$ cat config.mk
export PLATFORM = sky130hd
export DESIGN_NAME = sdc_init_sequencer
export DESIGN_NICKNAME = d
export VERILOG_FILES = /design/src/rtl/sdc_init_sequencer.sv
export SDC_FILE = /design/constraint.sdc
export NUM_CORES = 1
export LEC_CHECK = 0
export ABC_CLOCK_PERIOD_IN_PS = 2470
export BUFFER_PORTS_ARGS = -buffer_cell sky130_fd_sc_hd__buf_2
export CAP_MARGIN = 20
export CORE_MARGIN = 2
export CORE_UTILIZATION = 40
export CTS_CLUSTER_DIAMETER = 100
export DETAILED_ROUTE_END_ITERATION = 7
export GPL_TIMING_DRIVEN = 1
export PLACE_DENSITY = 0.69
export SLEW_MARGIN = 20
export SYNTH_ARGS = -nofsm -noshare
export SYNTH_HDL_FRONTEND = slang
export SYNTH_SLANG_ARGS = --single-unit
$ cat constraint.sdc
create_clock -name wb_clk_i -period 2.47 [get_ports wb_clk_i]
set_input_delay 0.494 -clock wb_clk_i [delete_from_list [all_inputs] [get_ports wb_clk_i]]
set_output_delay 0.494 -clock wb_clk_i [all_outputs]
set_load 0.005 [all_outputs]
$ cat src/rtl/sdc_init_sequencer.sv
// -----------------------------------------------------------------------------
// sdc_init_sequencer
//
// Wishbone master that brings the SD controller core up after reset. On an
// accepted start pulse it programs power control, clock divider, timeout and
// interrupt enables, issues CMD0, and polls the normal interrupt status
// register until the command completes, errors, or the poll budget runs out.
//
// Optional feature (macro SDC_INIT_CMD8_EN): after CMD0 also issues CMD8,
// polls it, then reads resp0 and checks the echoed check pattern (0x1AA).
//
// Ports
//   wb_clk_i     system clock
//   wb_rst_i     synchronous reset, active-high
//   start_i      1-cycle start pulse, honoured only while idle
//   busy_o       sequence in progress
//   done_o       sticky success flag, cleared by next accepted start
//   err_o        sticky failure flag, cleared by next accepted start
//   err_code_o   1 = command error, 2 = poll timeout, 3 = bad CMD8 response
//   m_wb_*       Wishbone classic master port (stb mirrors cyc, sel = 4'hF)
// -----------------------------------------------------------------------------
module sdc_init_sequencer #(
    parameter logic [7:0]  PWR_VAL     = 8'd7,
    parameter logic [7:0]  CLK_DIV_VAL = 8'd0,
    parameter logic [15:0] TMO_VAL     = 16'hFFFF,
    parameter int unsigned POLL_MAX    = 1024
) (
    input  logic        wb_clk_i,
    input  logic        wb_rst_i,
    input  logic        start_i,
    output logic        busy_o,
    output logic        done_o,
    output logic        err_o,
    output logic [2:0]  err_code_o,
    output logic        m_wb_cyc_o,
    output logic        m_wb_stb_o,
    output logic        m_wb_we_o,
    output logic [7:0]  m_wb_adr_o,
    output logic [31:0] m_wb_dat_o,
    output logic [3:0]  m_wb_sel_o,
    input  logic [31:0] m_wb_dat_i,
    input  logic        m_wb_ack_i
);

    localparam int unsigned CntW      = $clog2(POLL_MAX + 1);
    localparam logic [CntW:0] PollLimit = POLL_MAX[CntW:0];
    localparam logic [2:0]  ErrCmd    = 3'd1;
    localparam logic [2:0]  ErrTmo    = 3'd2;
`ifdef SDC_INIT_CMD8_EN
    localparam logic [2:0]  ErrResp   = 3'd3;
`endif

    typedef enum logic [3:0] {
        StIdle, StWPwr, StWDiv, StWTmo, StWNiser, StWEiser,
        StWCmd, StWArg, StPoll, StClr, StRdResp
    } state_e;

    state_e            r_state, w_state_d;
    logic              r_cyc, w_cyc_d;
    logic              r_we, w_we_d;
    logic [7:0]        r_adr, w_adr_d;
    logic [31:0]       r_dat, w_dat_d;
    logic [3:0]        r_sel, w_sel_d;
    logic              r_done, w_done_d;
    logic              r_err, w_err_d;
    logic [2:0]        r_code, w_code_d;
    logic [CntW-1:0]   r_poll_cnt, w_poll_cnt_d;
    logic [CntW:0]     w_cnt_inc;
`ifdef SDC_INIT_CMD8_EN
    logic              r_cmd8, w_cmd8_d;
`endif

    // Transfer issued by the current state
    logic              w_xfer_we;
    logic [7:0]        w_xfer_adr;
    logic [31:0]       w_xfer_dat;
    logic              w_unused_dat;

    assign w_unused_dat = ^m_wb_dat_i;
    assign w_cnt_inc    = {1'b0, r_poll_cnt} + {{CntW{1'b0}}, 1'b1};

    always_comb begin
        w_xfer_we  = 1'b1;
        w_xfer_adr = 8'h00;
        w_xfer_dat = 32'h0;
        case (r_state)
            StWPwr:   begin w_xfer_adr = 8'h24; w_xfer_dat = {24'h0, PWR_VAL};     end
            StWDiv:   begin w_xfer_adr = 8'h4c; w_xfer_dat = {24'h0, CLK_DIV_VAL}; end
            StWTmo:   begin w_xfer_adr = 8'h2c; w_xfer_dat = {16'h0, TMO_VAL};     end
            StWNiser: begin w_xfer_adr = 8'h38; w_xfer_dat = 32'h0000_0001;        end
            StWEiser: begin w_xfer_adr = 8'h3c; w_xfer_dat = 32'h0;                end
            StWCmd: begin
                w_xfer_adr = 8'h04;
`ifdef SDC_INIT_CMD8_EN
                w_xfer_dat = r_cmd8 ? 32'h0000_081A : 32'h0;
`endif
            end
            StWArg: begin
                w_xfer_adr = 8'h00;
`ifdef SDC_INIT_CMD8_EN
                w_xfer_dat = r_cmd8 ? 32'h0000_01AA : 32'h0;
`endif
            end
            StPoll:   begin w_xfer_we = 1'b0; w_xfer_adr = 8'h30; end
            StClr:    begin w_xfer_adr = 8'h30; end
            StRdResp: begin w_xfer_we = 1'b0; w_xfer_adr = 8'h08; end
            default:  ;
        endcase
    end

    always_comb begin
        w_state_d    = r_state;
        w_cyc_d      = r_cyc;
        w_we_d       = r_we;
        w_adr_d      = r_adr;
        w_dat_d      = r_dat;
        w_sel_d      = r_sel;
        w_done_d     = r_done;
        w_err_d      = r_err;
        w_code_d     = r_code;
        w_poll_cnt_d = r_poll_cnt;
`ifdef SDC_INIT_CMD8_EN
        w_cmd8_d     = r_cmd8;
`endif

        if (r_state == StIdle) begin
            if (start_i) begin
                w_state_d    = StWPwr;
                w_done_d     = 1'b0;
                w_err_d      = 1'b0;
                w_code_d     = 3'd0;
                w_poll_cnt_d = '0;
`ifdef SDC_INIT_CMD8_EN
                w_cmd8_d     = 1'b0;
`endif
            end
        end else if (!r_cyc) begin
            // A cycle with cyc low always precedes a launch, giving the idle gap
            w_cyc_d = 1'b1;
            w_we_d  = w_xfer_we;
            w_adr_d = w_xfer_adr;
            w_dat_d = w_xfer_dat;
            w_sel_d = 4'hF;
        end else if (m_wb_ack_i) begin
            w_cyc_d = 1'b0;
            w_sel_d = 4'h0;
            case (r_state)
                StWPwr:   w_state_d = StWDiv;
                StWDiv:   w_state_d = StWTmo;
                StWTmo:   w_state_d = StWNiser;
                StWNiser: w_state_d = StWEiser;
                StWEiser: w_state_d = StWCmd;
                StWCmd:   w_state_d = StWArg;
                StWArg: begin
                    w_state_d    = StPoll;
                    w_poll_cnt_d = '0;
                end
                StPoll: begin
                    // Error bit wins over completion bit
                    if (m_wb_dat_i[15]) begin
                        w_state_d = StIdle;
                        w_err_d   = 1'b1;
                        w_code_d  = ErrCmd;
                    end else if (m_wb_dat_i[0]) begin
                        w_state_d = StClr;
                    end else if (w_cnt_inc == PollLimit) begin
                        w_state_d = StIdle;
                        w_err_d   = 1'b1;
                        w_code_d  = ErrTmo;
                    end else begin
                        w_poll_cnt_d = w_cnt_inc[CntW-1:0];
                    end
                end
                StClr: begin
`ifdef SDC_INIT_CMD8_EN
                    if (!r_cmd8) begin
                        w_cmd8_d  = 1'b1;
                        w_state_d = StWCmd;
                    end else begin
                        w_state_d = StRdResp;
                    end
`else
                    w_state_d = StIdle;
                    w_done_d  = 1'b1;
`endif
                end
`ifdef SDC_INIT_CMD8_EN
                StRdResp: begin
                    w_state_d = StIdle;
                    if (m_wb_dat_i[11:0] != 12'h1AA) begin
                        w_err_d  = 1'b1;
                        w_code_d = ErrResp;
                    end else begin
                        w_done_d = 1'b1;
                    end
                end
`endif
                default: w_state_d = StIdle;
            endcase
        end
    end

    always_ff @(posedge wb_clk_i) begin
        if (wb_rst_i) begin
            r_state    <= StIdle;
            r_cyc      <= 1'b0;
            r_we       <= 1'b0;
            r_adr      <= 8'h00;
            r_dat      <= 32'h0;
            r_sel      <= 4'h0;
            r_done     <= 1'b0;
            r_err      <= 1'b0;
            r_code     <= 3'd0;
            r_poll_cnt <= '0;
`ifdef SDC_INIT_CMD8_EN
            r_cmd8     <= 1'b0;
`endif
        end else begin
            r_state    <= w_state_d;
            r_cyc      <= w_cyc_d;
            r_we       <= w_we_d;
            r_adr      <= w_adr_d;
            r_dat      <= w_dat_d;
            r_sel      <= w_sel_d;
            r_done     <= w_done_d;
            r_err      <= w_err_d;
            r_code     <= w_code_d;
            r_poll_cnt <= w_poll_cnt_d;
`ifdef SDC_INIT_CMD8_EN
            r_cmd8     <= w_cmd8_d;
`endif
        end
    end

    assign busy_o     = (r_state != StIdle);
    assign done_o     = r_done;
    assign err_o      = r_err;
    assign err_code_o = r_code;
    assign m_wb_cyc_o = r_cyc;
    assign m_wb_stb_o = r_cyc;
    assign m_wb_we_o  = r_we;
    assign m_wb_adr_o = r_adr;
    assign m_wb_dat_o = r_dat;
    assign m_wb_sel_o = r_sel;

endmodule

==> impl_metrics.py, run 1 <==
metrics = {
    "detailed_routing": {
        "drt_iter0_markers": 145,
        "routed_wl_mm": 5.33,
        "vias": 2114,
        "ant_nets": 0,
        "route.detailed.drc": 0,
        "drt-pass1-iter-count": 5,
        "avgViaCountPerCell": 5.45,
        "wl_per_cell_um": 13.7,
    },
    "cells_and_area": {
        "final_cell_mix": "38 x buf_2, 30 x dfxtp_1, 29 x a21oi_1",
        "syn_to_final_growth_pct": 14.2,
        "nets": 355,
        "fin_util_pct": 47.5,
        "diodes": 0,
        "drive_gt1_share_pct": 26.7,
        "final_common_cell": "buf_2",
    },
    "placed_design": {
        "place_congestion": 0.929,
        "place_hpwl_mm": 3.73,
        "portBuffers": 38,
    },
    "global_routing": {
        "antenna_found_initial": 0,
        "grt.overflow.total": 0,
        "grt.busiest_layer": "met2",
        "track_usage_pct": 17.8,
        "use_met2_pct": 29.6,
        "use_met3_pct": 2.24,
        "first_global_vias": 1834,
        "grt_max_degree": 25,
        "grtUsageMet1_pct": 23.8,
        "grt_pass1_wl_mm": 8.76,
    },
    "pwr": {
        "p_leak_nw": 1.05,
        "p_switching_mw": 0.857,
        "finalPower_mw": 2.07,
        "power_frac_comb_pct": 46.3,
        "ir_drop_v": 0.000541,
        "powerDensity_nw_per_um2": 849,
        "p_seq_share_pct": 33.1,
        "swShare_pct": 41.4,
        "p_clk_share_pct": 20.5,
        "power.internal_mw": 1.22,
    },
    "yosys": {
        "synthXorXnorAreaFrac_pct": 0.410,
        "yosys.area.top_type": "dfxtp_1",
        "synth_area_leaders": "dfxtp_1 28%, buf_4 13%, a21oi_1 6.8%, nor2_1 4.2%, nor3_1 3.3%",
        "yosysTopAreaCellShare_pct": 28.1,
        "yosysSeqAreaShare_pct": 28.1,
        "ys.flop_type": "dfxtp_1",
        "synth.area.mux_share_pct": 0.469,
        "synthArstFlopShare_pct": 0,
        "yosysWarnings": 0,
        "synth_area_per_cell_um2": 7.52,
        "synth_simple_gate_area_share_pct": 26.0,
        "synth_edf_count": 0,
        "syn_area_um2": 2140,
        "yosysUniqueCellTypes": 58,
        "synth_compound_area_share_pct": 25.1,
        "synth_top_family_by_area": "simple AND/OR/NAND/NOR gates",
        "synthCells": 284,
        "yosys.area_share.adder_pct": 1.17,
        "synth_seq_cells": 30,
    },
    "timing": {
        "fin_skew_ns": 0.00414,
        "setup_viol": 0,
        "min_period_ns": 2.31,
        "finalHoldViolCount": 0,
        "slew_viol_final": 0,
        "fmax_mhz": 433,
        "timing.final.crit_share_pct": 93.5,
    },
    "run": {
        "maxCapViolCount": 0,
    },
    "floorplanning": {
        "initial_core_util_pct": 41.6,
        "die_h_um": 77.1,
        "rows": 26,
        "die-width_um": 77.1,
        "die_area_um2": 5940,
        "coreArea_um2": 5140,
        "io-pin-count": 89,
    },
    "clock_network": {
        "cts_buffer_depth": 2,
        "cts_buffers": 5,
        "htreeDepth": 2,
        "cts_tree": "built",
        "clkSinkCount": 30,
        "clk_pin_slew_ns": 0.07,
        "cts-root-buf": "clkbuf_8",
        "clk_latency_ns": 0.28,
    },
    "worst_setup_path": {
        "critPathKind": "flop to flop",
        "worstPathMaxFanout": 8,
        "critPathRequiredTime_ns": 2.62,
        "start_kind": "flop",
        "cp.arrival_ns": 2.46,
        "worst_setup_path_end_kind": "flop",
    },
    "run_status": {
        "status": "completed",
    },
    "hold_path": {
        "hold_class": "flop to flop",
    },
}
-- cell usage after synthesis (2+ instances only) --
master and instances:
inv_1 8, nor2b_1 5, nor2_1 24, buf_4 37, o211a_1 2, buf_2 8
or3_1 4, clkbuf_1 12, a31oi_1 4, nand4_1 2, o21ai_0 13, a211oi_1 4
and3_1 5, o211ai_1 2, a32oi_1 3, o31ai_1 3, nand2_1 18, nand2b_1 2
ha_1 2, a41o_1 2, a311oi_1 3, dfxtp_1 30, nand3_1 11, or2_2 2
and2_1 2, a21oi_1 29, nor3_1 14, o32ai_1 3
-- what timing repair did --
| action | CTS | global route |
|---|---|---|
| setup buffers | 0 | 3 |
| setup endpoints to repair | 1 | 17 |
| pin swaps | 0 | 1 |
| hold buffers | 0 | 0 |
| gates resized for setup | 1 | 4 |
-- final timing paths --
| check | slack (ns) | endpoint | cells past startpoint | from |
|---|---|---|---|---|
| worst max-delay path | 0.16 | r_poll_cnt[10] | 10 | r_poll_cnt[0] |
| worst min-delay path | 0.46 | done_o | 2 | done_o |
| worst max register to register | 0.16 | r_poll_cnt[10] | 10 | r_poll_cnt[0] |
| worst min register to register | 0.46 | done_o | 2 | done_o |
-- power by group through the flow --
stage | logic (mW) | clock network [mW] | registers, mW
2_1_floorplan | 0.718 | 0 | 0.651
3_3_place_gp | 0.934 | 0 | 0.698
3_5_place_dp | 0.950 | 0 | 0.697
4_1_cts | 0.955 | 0.436 | 0.688
5_1_grt | 1.08 | 0.451 | 0.708
6_report | 0.960 | 0.425 | 0.687
-- critical path, stage by stage (launching register included) --
cell      delay [ns]
dfxtp_1         0.42
ha_2            0.28
nand3_1         0.13
buf_4           0.16
o211a_1         0.21
o22ai_1         0.19
buf_4           0.19
nor3_4          0.05
buf_4           0.13
o311ai_0        0.29
nand3_1         0.11
-- kinds of logic (layout without fill, tap and decap cells) --
family	Yosys count	in the layout
flops	30	30
fa+ha+maj	2	2
compound gates	81	81
other cells	1	20
buf+inv	66	81
xor+xnor	1	1
mux	1	1
simple gates	102	102
-- metal layers --
metal | part of all wire, % | wire [µm]
met1 | 46 | 2440
met2 | 47 | 2510
met3 | 5.8 | 308
met4 | 1.3 | 68
met5 | 0 | 0
-- flip-flops by register name, summed over array words and instances (netlist names), 2 cells and up --
signal and flops:
r_poll_cnt 11, err_code_o 2, m_wb_dat_o 3, m_wb_adr_o 5, r_state 4
-- stage by stage --
stage / TNS [ns] / area [µm²] / setup slack [ns] / instances / hold slack (ns)
2_1_floorplan: 0 / 2210 / 0.266 / 303 / 0.448
3_3_place_gp: 0 / 2300 / 0.0649 / 377 / 0.440
3_5_place_dp: 0 / 2300 / 0.00152 / 377 / 0.447
4_1_cts: 0 / 2400 / 0.0955 / 385 / 0.464
5_1_grt: -0.0179 / 2440 / -0.0179 / 388 / 0.506
6_report: 0 / 2440 / 0.161 / 388 / 0.463
-- layout make-up --
cell class	count	area [µm²]
fillers	534	2700
clock buffers	6	82.6
clock inverters	2	12.5
multi-input cells	207	1230
repair buffers	65	393
well taps	70	87.6
flip-flops and latches	30	601
inverters	8	30.0
Note: power is estimated with default switching activity, not from simulation.
==> run 2: changes to the inputs <==
--- a/config.mk
+++ b/config.mk
@@ -6,14 +6,13 @@
 export NUM_CORES = 1
 export LEC_CHECK = 0
 export ABC_CLOCK_PERIOD_IN_PS = 2470
-export BUFFER_PORTS_ARGS = -buffer_cell sky130_fd_sc_hd__buf_2
 export CAP_MARGIN = 20
 export CORE_MARGIN = 2
 export CORE_UTILIZATION = 40
 export CTS_CLUSTER_DIAMETER = 100
 export DETAILED_ROUTE_END_ITERATION = 7
+export DONT_BUFFER_PORTS = 1
 export GPL_TIMING_DRIVEN = 1
-export PLACE_DENSITY = 0.69
 export SLEW_MARGIN = 20
 export SYNTH_ARGS = -nofsm -noshare
 export SYNTH_HDL_FRONTEND = slang
==> run 2 against run 1 <==
Final cell count is 10% lower. Design area is 8.9% lower. Register-to-register slack hardly changed. Maximum frequency is 0.23% lower. Die area stayed put. Non-clock buffer count is 39 lower. Power is 6.7% lower. Combinational power is 14% lower. Clock power is 2% lower. Hold slack worse by 0.19 ns. Flip-flop and latch count stayed put. Critical path type unchanged. Critical endpoint is now r_state[1]. Largest power group unchanged.
==> impl_metrics.py, run 2 (same netlist as run 1, synthesis figures left out) <==
metrics = {
    "pwr": {
        "p_seq_share_pct": 35.8,
        "power_frac_comb_pct": 42.6,
        "p_leak_nw": 0.852,
        "power.internal_mw": 1.14,
        "p_switching_mw": 0.797,
        "p_clk_share_pct": 21.6,
        "swShare_pct": 41.2,
        "powerDensity_nw_per_um2": 869,
        "ir_drop_v": 0.000443,
    },
    "timing": {
        "fin_skew_ns": 0.00715,
        "worstMarginPinSlew_ns": 0.684,
        "min_period_ns": 2.31,
        "setup_viol": 0,
        "slew_viol_final": 0,
        "grt_setup_unrepaired": "no",
        "timing.final.crit_share_pct": 93.7,
        "fmax_mhz": 432,
        "finalHoldViolCount": 0,
        "finalSetupTns_ns": 0,
        "slew_headroom_pct": 54.3,
    },
    "hold_path": {
        "whs_path_depth": 1,
        "hold_path_startpoint": "wb_rst_i",
        "hold_class": "primary input to flop",
        "worst_hold_path.endpoint": "r_poll_cnt[8]",
    },
    "cells_and_area": {
        "final_cell_mix": "30 x dfxtp_1, 29 x a21oi_1, 26 x buf_4",
        "diodes": 0,
        "syn_to_final_growth_pct": 4.10,
        "largest_register_ffs": 11,
        "regMostFlops": "r_poll_cnt",
        "nets": 316,
        "final_common_cell": "dfxtp_1",
        "fin_area_um2": 2220,
        "drive_gt1_share_pct": 16.1,
    },
    "worst_setup_path": {
        "rrSetupSlack_ns": 0.16,
        "critPathKind": "flop to flop",
        "critPathRequiredTime_ns": 2.70,
        "worstPathMaxFanout": 8,
        "ff2ff_path_depth": 7,
        "worst_setup_path_end_kind": "flop",
        "r2r-start": "r_poll_cnt[0]",
        "start_kind": "flop",
        "cp.arrival_ns": 2.55,
        "reg2reg_to": "r_state[1]",
    },
    "floorplanning": {
        "initial_core_util_pct": 41.6,
        "die_h_um": 77.1,
        "die-width_um": 77.1,
        "io-pin-count": 89,
        "coreArea_um2": 5140,
        "die_area_um2": 5940,
        "rows": 26,
    },
    "clock_network": {
        "clkSinkCount": 30,
        "clk_latency_ns": 0.29,
        "postCtsSetupRepairBufs": 0,
        "cts-root-buf": "clkbuf_8",
        "cts_hold_buf": 0,
        "htreeDepth": 2,
        "clk_pin_slew_ns": 0.07,
        "cts_buffers": 5,
        "ctsResizeCount": 0,
        "cts_tree": "built",
        "cts_buffer_depth": 2,
    },
    "detailed_routing": {
        "drt_iter0_markers": 141,
        "avgViaCountPerCell": 5.59,
        "top_layer_used": "met4",
        "routed_wl_mm": 4.97,
        "vias": 1952,
        "ant_nets": 0,
        "drt-pass1-iter-count": 4,
        "route.detailed.drc": 0,
        "wl_met2_mm": 2.10,
        "wl_met1_mm": 2.46,
        "wl_per_cell_um": 14.2,
        "wl_met3_um": 317,
    },
    "global_routing": {
        "antenna_found_initial": 0,
        "first_global_vias": 1703,
        "track_usage_pct": 17.2,
        "grt_pass1_wl_mm": 8.36,
        "grt_max_degree": 26,
        "grt.overflow.total": 0,
    },
    "run": {
        "maxCapViolCount": 0,
    },
    "placed_design": {
        "portBuffers": 0,
        "placedInstanceArea_um2": 2120,
        "place_hpwl_mm": 3.52,
        "place_congestion": 0.880,
    },
    "run_status": {
        "status": "completed",
    },
}
==> run 2: metrics by stage <==
step	utilization, %	power, mW	hold WS, ns	worst slack, ns	std cells
5_1_grt	43.3	2.09	0.260	0.00934	349
3_3_place_gp	41.3	1.52	0.463	0.154	341
3_5_place_dp	41.3	1.52	0.468	0.145	341
6_report	43.3	1.93	0.273	0.156	349
4_1_cts	43.1	1.95	0.264	0.132	349
2_1_floorplan	-	1.37	0.448	0.266	303
==> run 2: worst max-delay path by stage <==
stage / startpoint / to / depth (start not counted)
final: r_poll_cnt[0] / r_state[1] / 7
after global placement: r_poll_cnt[0] / r_state[1] / 7
after floorplan: r_state[1] / r_poll_cnt[5] / 9
after detailed placement: r_poll_cnt[0] / r_state[1] / 7
after global routing: r_poll_cnt[0] / r_poll_cnt[10] / 10
after CTS: r_poll_cnt[0] / r_state[1] / 7
==> run 2: power by group through the flow <==
stage	Clock [mW]	Combinational (mW)	Sequential (mW)
floorplan	0	0.718	0.651
global placement	0	0.819	0.705
detailed placement	0	0.820	0.705
CTS	0.426	0.826	0.694
global route	0.448	0.934	0.713
finish	0.417	0.823	0.692
==> run 2: cell type report <==
class | count | area (µm²)
multi-input combinational | 207 | 1220
inverter | 8 | 30.0
tap | 70 | 87.6
clock inverter | 1 | 5.00
fill | 543 | 2920
timing repair buffer | 26 | 195
sequential | 30 | 601
clock buffer | 7 | 86.3
==> run 2: per-layer routing <==
metal  track usage [%]  vias up
li1                  -      962
met1              25.2      910
met2              24.0       72
met3              2.94        8
met4              8.39        0
met5                 0        -
==> run 2: critical path, stage by stage, from the launching register on <==
cell	delay, ns
dfxtp_1	0.41
ha_2	0.27
nand3_1	0.14
a2111oi_2	0.38
o22ai_1	0.16
or3_1	0.50
a21oi_4	0.22
a41o_1	0.18
==> run 3: changes to the inputs <==
--- a/config.mk
+++ b/config.mk
@@ -7,13 +7,15 @@
 export LEC_CHECK = 0
 export ABC_CLOCK_PERIOD_IN_PS = 2470
 export CAP_MARGIN = 20
+export CELL_PAD_IN_SITES_DETAIL_PLACEMENT = 1
+export CELL_PAD_IN_SITES_GLOBAL_PLACEMENT = 1
 export CORE_MARGIN = 2
 export CORE_UTILIZATION = 40
 export CTS_CLUSTER_DIAMETER = 100
 export DETAILED_ROUTE_END_ITERATION = 7
 export DONT_BUFFER_PORTS = 1
 export GPL_TIMING_DRIVEN = 1
-export SLEW_MARGIN = 20
+export PLACE_DENSITY_LB_ADDON = 0.1
 export SYNTH_ARGS = -nofsm -noshare
 export SYNTH_HDL_FRONTEND = slang
 export SYNTH_SLANG_ARGS = --single-unit
==> run 3 against run 2 <==
Register-to-register slack is essentially flat. Global-route usage grew 3.3 points. Clock skew shrank 0.0016 ns. Clock power is essentially flat. Critical path depth grew 3. Combinational power grew 2%. Final cell count shrank 0.57%. Core utilization shrank 0.097 points. Highest routed layer unchanged.
==> impl_metrics.py, run 3 (same netlist as run 1, synthesis figures left out) <==
metrics = {
    "timing": {
        "finalSetupTns_ns": 0,
        "setup_ws_ns": 0.143,
        "slew_viol_final": 0,
        "worstMarginPinSlew_ns": 0.671,
        "fmax_mhz": 430,
        "setup_viol": 0,
        "fin_skew_ns": 0.00560,
        "finalHoldViolCount": 0,
        "timing.final.crit_share_pct": 94.2,
        "min_period_ns": 2.33,
        "hold_ws_ns": 0.273,
        "slew_headroom_pct": 55.2,
    },
    "detailed_routing": {
        "avgViaCountPerCell": 5.50,
        "wl_per_cell_um": 16.7,
        "drt-pass1-iter-count": 4,
        "vias": 1908,
        "route.detailed.drc": 0,
        "ant_nets": 0,
        "routed_wl_mm": 5.78,
        "drt_iter0_markers": 78,
    },
    "pwr": {
        "finalPower_mw": 1.95,
        "p_leak_nw": 0.842,
        "ir_drop_v": 0.000382,
        "powerDensity_nw_per_um2": 878,
    },
    "placed_design": {
        "placedInstanceArea_um2": 2110,
        "place_inst": 339,
        "post-place-ws_ns": 0.0493,
        "place_hpwl_mm": 4.14,
        "place_congestion": 0.792,
        "portBuffers": 0,
    },
    "clock_network": {
        "postCtsSetupRepairBufs": 0,
        "htreeDepth": 2,
        "clk_pin_slew_ns": 0.07,
        "cts_tree": "built",
        "cts_buffers": 5,
        "cts_buffer_depth": 2,
        "cts_hold_buf": 0,
        "clk_latency_ns": 0.28,
        "ctsResizeCount": 0,
        "cts-root-buf": "clkbuf_8",
        "clkSinkCount": 30,
    },
    "cells_and_area": {
        "final_cells": 347,
        "final_cell_mix": "30 x dfxtp_1, 29 x a21oi_1, 24 x nor2_1, 24 x buf_4, 20 x conb_1",
        "final_common_cell": "dfxtp_1",
        "diodes": 0,
        "syn_to_final_growth_pct": 3.87,
        "nets": 314,
        "drive_gt1_share_pct": 15.5,
        "largest_register_ffs": 11,
        "fin_util_pct": 43.2,
        "fin_area_um2": 2220,
        "regMostFlops": "r_poll_cnt",
    },
    "global_routing": {
        "grt.overflow.total": 0,
        "track_usage_pct": 20.4,
        "grt_pass1_wl_mm": 9.72,
        "grt_max_degree": 26,
        "first_global_vias": 1968,
        "antenna_found_initial": 0,
    },
    "floorplanning": {
        "die_area_um2": 5940,
        "die_h_um": 77.1,
        "initial_core_util_pct": 41.6,
        "rows": 26,
        "coreArea_um2": 5140,
        "io-pin-count": 89,
        "die-width_um": 77.1,
    },
    "worst_setup_path": {
        "worst_setup_path_end_kind": "flop",
        "cp.arrival_ns": 2.48,
        "worstPathMaxFanout": 8,
        "critPathKind": "flop to flop",
        "start_kind": "flop",
        "ff2ff_path_depth": 10,
        "rrSetupSlack_ns": 0.14,
        "r2r-start": "r_poll_cnt[0]",
        "critPathRequiredTime_ns": 2.62,
        "reg2reg_to": "r_poll_cnt[10]",
    },
    "run_status": {
        "status": "completed",
    },
    "hold_path": {
        "hold_class": "primary input to flop",
        "hold_path_startpoint": "wb_rst_i",
        "whs_path_depth": 1,
        "worst_hold_path.endpoint": "r_poll_cnt[1]",
    },
    "run": {
        "maxCapViolCount": 0,
    },
}
==> run 3: cell types whose count changed in the layout (fill, tap and decap cells not counted), sizes merged <==
cell / before / now
buf: 26 / 24
==> run 3: how the worst max path moves through the flow <==
stage                              from             end  slack [ns]
final                     r_poll_cnt[0]  r_poll_cnt[10]        0.14
after detailed placement  r_poll_cnt[0]      r_state[1]        0.05
after global routing      r_poll_cnt[0]  r_poll_cnt[10]      -0.009
after global placement    r_poll_cnt[0]      r_state[1]        0.07
after floorplan              r_state[1]   r_poll_cnt[5]        0.27
after CTS                 r_poll_cnt[0]      r_state[1]        0.04
==> run 3: area by class of cell <==
cell class | instances | area (µm²)
flip-flops and latches | 30 | 601
well taps | 70 | 87.6
repair buffers | 24 | 180
inverters | 8 | 30.0
clock inverters | 1 | 5.00
fillers | 682 | 2920
clock buffers | 7 | 86.3
multi-input cells | 207 | 1230
==> run 3: report_power, final <==
group	internal, mW	switching, mW
Clock	0.225	0.192
Sequential	0.578	0.112
Combinational	0.325	0.516
Total	1.13	0.821
==> run 3: metal layers <==
metal / part of all wire [%] / GRT usage, % / vias up
met4: 0.86 / 6.43 / 0
met5: 0 / 0 / -
met2: 52 / 36.4 / 24
met1: 44 / 23.9 / 931
li1: - / - / 949
met3: 2.8 / 5.29 / 4
==> run 3: critical path, stage by stage (launching register included) <==
cell,delay [ns]
dfxtp_1,0.47
ha_4,0.22
nand3_1,0.12
buf_4,0.16
o211a_1,0.21
o22ai_1,0.23
buf_4,0.19
nor3_2,0.04
buf_4,0.15
o311ai_0,0.30
nand3_1,0.11
